`config.mk`:
```
export PLATFORM = sky130hd
export DESIGN_NAME = seg7_scan_4digit
export DESIGN_NICKNAME = d
export VERILOG_FILES = /design/src/rtl/seg7_scan_4digit.sv
export SDC_FILE = /design/constraint.sdc
export NUM_CORES = 1
export LEC_CHECK = 0
export ABC_AREA = 1
export BUFFER_PORTS_ARGS = -buffer_cell sky130_fd_sc_hd__buf_2
export CORE_UTILIZATION = 45
export DETAILED_ROUTE_END_ITERATION = 10
export PLACE_DENSITY = 0.79
export SLEW_MARGIN = 20
export SYNTH_ARGS = -nofsm -noshare
export SYNTH_HDL_FRONTEND = slang
export SYNTH_SLANG_ARGS = --single-unit
export TNS_END_PERCENT = 5
```
`constraint.sdc`:
```
create_clock -name clk -period 2.05 [get_ports clk]
set_input_delay 0 -clock clk [delete_from_list [all_inputs] [get_ports clk]]
set_output_delay 0 -clock clk [all_outputs]
set_load 0.005 [all_outputs]
```
`src/rtl/seg7_scan_4digit.sv`:
```
// seg7_scan_4digit: time-multiplexed driver for a 4-digit common-anode
// seven-segment display. Scans digits 0..3, each for CLK_DIV cycles, and
// drives registered active-low anode, segment and decimal-point lines.
// Optional feature macro: SEG7_LEADING_ZERO_BLANK_EN (leading-zero blanking
// of digits 3..1).
module seg7_scan_4digit #(
  parameter int unsigned CLK_DIV = 50000
) (
  input  logic        clk,
  input  logic        rst,
  input  logic [15:0] data,
  input  logic [3:0]  dp_in,
  input  logic [3:0]  blank,
  output logic [3:0]  an,
  output logic [6:0]  seg,
  output logic        dp
);

  localparam int unsigned CW = (CLK_DIV > 1) ? $clog2(CLK_DIV) : 1;
  localparam logic [CW-1:0] CNT_MAX = CW'(CLK_DIV - 1);

  logic [CW-1:0] cnt;
  logic [1:0]    idx;
  logic [3:0]    nibble;
  logic [3:0]    dark;
  logic [3:0]    an_n;
  logic [6:0]    seg_n;
  logic          dp_n;

  // Hex nibble to active-low segments {g,f,e,d,c,b,a}
  function automatic logic [6:0] decode(input logic [3:0] n);
    logic [6:0] s;
    case (n)
      4'h0: s = 7'h40;
      4'h1: s = 7'h79;
      4'h2: s = 7'h24;
      4'h3: s = 7'h30;
      4'h4: s = 7'h19;
      4'h5: s = 7'h12;
      4'h6: s = 7'h02;
      4'h7: s = 7'h78;
      4'h8: s = 7'h00;
      4'h9: s = 7'h10;
      4'hA: s = 7'h08;
      4'hB: s = 7'h03;
      4'hC: s = 7'h46;
      4'hD: s = 7'h21;
      4'hE: s = 7'h06;
      default: s = 7'h0E;
    endcase
    return s;
  endfunction

  // Prescaler and digit index; idx wraps 3 -> 0 naturally
  always_ff @(posedge clk) begin
    if (rst) begin
      cnt <= '0;
      idx <= '0;
    end else if (cnt == CNT_MAX) begin
      cnt <= '0;
      idx <= idx + 2'd1;
    end else begin
      cnt <= cnt + CW'(1);
    end
  end

  // Per-digit dark mask: blank input, optionally ORed with leading-zero test
  always_comb begin
    dark = blank;
`ifdef SEG7_LEADING_ZERO_BLANK_EN
    dark[3] = blank[3] | (data[15:12] == 4'h0);
    dark[2] = blank[2] | (data[15:8]  == 8'h00);
    dark[1] = blank[1] | (data[15:4]  == 12'h000);
`endif
  end

  // Next pin values for the currently selected digit
  always_comb begin
    nibble = data[{idx, 2'b00} +: 4];
    an_n   = 4'b1111;
    seg_n  = 7'h7F;
    dp_n   = 1'b1;
    if (!dark[idx]) begin
      an_n  = ~(4'b0001 << idx);
      seg_n = decode(nibble);
      dp_n  = ~dp_in[idx];
    end
  end

  // Registered outputs keep the pins glitch-free
  always_ff @(posedge clk) begin
    if (rst) begin
      an  <= 4'b1111;
      seg <= 7'h7F;
      dp  <= 1'b1;
    end else begin
      an  <= an_n;
      seg <= seg_n;
      dp  <= dp_n;
    end
  end

endmodule
```
[Word level (Yosys, flattened, before mapping)]
Memories as Yosys holds them, arrays and structs flattened. A register that Yosys moved wholly into a read port is not among the register bits.
Index checks and enable logic that the tools add are counted.
Storage, ports and cells
  register bits after elaboration: 23
  memory bits (writable): 0
  bits of input ports: 26
  bits in read-only memories: 112
  output and inout port bits: 12
  memories kept: 1
  latch bits: 0
Operators by class
  multiply operators: 0
  order comparisons: 1
  eq/ne operators: 1
  reduce and logical (&&, ||, !) cells: 2
  add/subtract/negate cells: 2
  div/mod/pow operators: 0
  bitwise operators: 2
  shift-type cells: 2
  multiplexer cells: 4
Memories
  (no name shown): depth 16, width 7, read ports 1, clocked after Yosys merged registers in 1, wr ports 0, line 33  | case (n)
Operators by type and width (count)
  adder 16 x 1 -> 16 bit (second input constant): 1
  == test 16 bit (second input constant): 1
  variable part select 16 x 5 -> 4 bit: 1
  binary-select mux 1 bit (select 2 bit): 2
  NOT 4 bit: 1
  OR reduction 2 bit: 2
  left shift 1 x 2 -> 4 bit (first input constant): 1
  less-than comparator 2 x 3 -> 1 bit (second input constant): 1
  adder 2 x 1 -> 2 bit (second input constant): 1
  2-to-1 mux 1 bit: 2
  NOT 1 bit: 1

[Depth between registers and ports, before layout]
  word-level depth: 3
  depth in mapped cells: 11
  depth with buffers taken out: 10

[Worst setup path after synthesis]
OpenSTA, ideal clock, no wires.
  kind: register to register
  from: reg idx[0]
  to: reg seg[0]
  required time: 1.936 ns
  data arrival time: 1.458 ns
  stages on the path, launching flop included: 12
  slack: 0.478 ns
  buffers on the path: 1
  cell sequence: dfxtp_1 inv_2 buf_6 nand2_1 nand3_1 nand2_1 inv_1 ha_1 nand3_1 nor2_1 nor2_2 nand2_1
Between the ends
  word-level cells in the longest chain between the ends: 3
Ends and longest elaborated chain
  start, declared: line 23  | logic [1:0] idx;
  start signal, assigned: line 61  | idx <= idx + 2'd1;
  branches (longest 3 deep; another with variable part select 16 x 5 -> 4 bit)
  end, declared: line 15  | output logic [6:0] seg,
Several ways; the timed one is not identified. The select of a mux whose other input is x is not followed.
A chain may end at the register's enable or synchronous reset.

[Worst setup path in the final report]
  from: reg idx[1]
  to: reg seg[3]
Same word-level chain as after synthesis.

==> impl_metrics.toml <==
[final_layout]
fillers = 377
syn_to_final_growth_pct = 17.79
fin_nets = 333
num_antenna_cells = 0
post_route_cells_drive_above_1_share_pct = 26.60
final_cells = 345

[routing]
avgRoutedWirePerCell_um = 10.70
vias_per_cell = 4.872
vias = 1681
firstDrtPassIters = 4
drc = 0
drtAntennaViolNets = 0
drt_iter0_markers = 80
totalWireLength_um = 3691

[clock_network]
clk_path_buf_depth = 2
tritoncts = "built"
cts.htree.levels = 2
clk_latency_ns = 0.28
cts-root-buf = "clkbuf_8"
clk_pin_slew_ns = 0.07
cts_sinks = 30
cts_made_buffers = 5
cts_resized = 0

[global_routing]
grt_overflow = 0
busiest_layer = "met2"
use_met3_pct = 5.106
grt_pass1_vias = 1510
antenna_found_initial = 0
grt_util_met2_pct = 30.99
grt_first_pass_wirelength_um = 6258
track_usage_pct = 19.28
grt_max_degree = 16
met1_usage_pct = 23.74

[place]
port-buffer-count = 37
hpwl_um = 2786
dp_cells = 336
pre_cts_ws_ns = 0.4512
gp_congestion = 0.8625

[yosys]
synth.most_common_cell = "nand2_1"
syn_nets = 290
yosysWarnings = 0
synth_seq_cells = 30
yosys-top-cells-count = "80 x nand2_1, 30 x dfxtp_1, 29 x nand3_1, 20 x nor2_1, 19 x inv_1"
seq_area_frac_synth_pct = 33.61
yosys.area.top_type_share_pct = 33.61
synthCells = 253
synth_top_flop_cell = "dfxtp_1"
syn-cell-area_mm2 = 0.001787
synthTopCellsByArea = "dfxtp_1 34%, nand2_1 17%, nand3_1 8.1%"
synthArstFlopShare_pct = 0
synth_cell_type_count = 26
avgSynthCellArea_um2 = 7.062
synth-edff-count = 0
yosys.area.top_type = "dfxtp_1"

[power_and_ir_drop]
p_leak_uw = 0.0008790
power_uw = 1223
pwr-share-clk_pct = 40.3
p_int_uw = 922.9
sequentialPowerShare_pct = 49.5
ir_drop_uv = 232.5
combPwrFrac_pct = 10.2
powerDensity_mw_per_mm2 = 581.0
p_sw_share_pct = 24.53
p_sw_uw = 299.9

[timing]
setup_viol = 0
final_hold_viol_count = 0
fin_skew_ns = 0.007572
maxSlewHeadroom_pct = 83.44
hold_ws_ns = 0.02631
fin_tns_setup_ns = 0
period_share_pct = 79.41
slew_violations = 0
rsz0062_at_grt = "no"
setup_slack_ns = 0.4221
post-route-min-period_ns = 1.628
worst_pin_slew_ns = 0.2481
timing.fmax_ghz = 0.6143

[critical_path]
worstPathRequired_ns = 2.28
cpMaxStageDelayCell = "dfxtp_1"
arrival_ns = 1.86
cp_common_cell = "nand2_1"
path_cells = "inv_2, nand3_1, nand2_1, ha_1, nand3b_1, nand3_1, nand2_1, nand2_1"
cp-start-kind = "register"
worst-path-max-fanout = 9
critical_path_class = "register to register"
endpoint_kind = "register"
crit_path_max_incr_delay_ns = 0.46

[die]
coreArea_mm2 = 0.003744
num_rows = 22
dieWidth_um = 65.01
initial_core_util_pct = 47.73
dieArea_mm2 = 0.004226
pin_count = 38
die_h_um = 65.01

[run]
drv_cap = 0

[worst_hold_path]
holdCritPathClass = "primary input to register"

[outcome]
status = "complete, no violations"
-- layout make-up --
cell class / instances / area, um^2 / area share (%)
Clock buffer: 7 / 86.33 / 4.102
Clock inverter: 1 / 5.005 / 0.2378
Inverter: 25 / 98.84 / 4.697
Multi-Input combinational cell: 194 / 1044 / 49.58
Sequential cell: 30 / 600.6 / 28.54
Tap cell: 48 / 60.06 / 2.854
Timing Repair Buffer: 40 / 210.2 / 9.988
-- metrics by stage --
step	util, %	area, um^2
floorplan	-	1787
global placement	53.51	2003
detailed placement	53.51	2003
CTS	56.22	2105
global route	56.22	2105
finish	56.22	2105
-- power by group through the flow --
| stage | clock network, uW | logic, uW | registers [uW] |
|---|---|---|---|
| global route | 526 | 142 | 607 |
| floorplan | 0 | 76.8 | 619 |
| finish | 493 | 125 | 605 |
| detailed placement | 0 | 123 | 618 |
| global placement | 0 | 121 | 618 |
| CTS | 504 | 125 | 605 |
-- timing repair --
item,in CTS,in global routing
hold buffers,1,0
buffers inserted,0,0
endpoints found under the hold margin,2,0
-- placed cells by master (no fill, tap or decap), types with 6 or more instances in the layout --
master	n
buf_2	37
nand2_1	80
nor2_1	20
nand3_1	29
a21oi_1	10
nor2_2	8
dfxtp_1	30
clkbuf_8	6
inv_1	19
ha_1	11
-- logic make-up (layout without fill, tap and decap cells) --
family                     after synthesis  count (layout)  share of synthesized area [%]
AOI/OAI and AO/OA                       19              19                          6.303
xor gates and xnor gates                 3               3                          1.471
adders and majority gates               11              11                          7.703
buffers and inverters                   29              73                          7.983
DFF                                     30              30                          33.61
and+or+nand+nor                        161             161                          42.93
-- per-layer routing --
metal | part of all wire [%] | vias up
met5 | 0 | -
met4 | 1.9 | 0
met3 | 4.5 | 7
met2 | 44 | 44
met1 | 50 | 736
li1 | - | 894
-- path summary, 6_finish.rpt --
kind                       start            endpoint  slack, ns  depth (start not counted)
min reg2reg   cnt[15]$_SDFF_PP0_  cnt[15]$_SDFF_PP0_       0.48                          2
min                     dp_in[1]       dp$_SDFF_PP1_       0.03                          4
max          idx[1]$_SDFFE_PP0N_   seg[3]$_SDFF_PP1_       0.42                          8
max reg2reg  idx[1]$_SDFFE_PP0N_   seg[3]$_SDFF_PP1_       0.42                          8
-- worst max-delay path: cells and delay by family, from the launching register on --
family | cells | cell delay [ns]
and+or+nand+nor | 6 | 0.63
adders and majority gates | 1 | 0.34
buffers and inverters | 1 | 0.14
DFF | 1 | 0.46
-- registers in the layout (all words and copies together) (netlist names) --
name and count:
cnt 16, seg 7, an 4, idx 2
dp 1
Power figures use the tool's default switching activity.
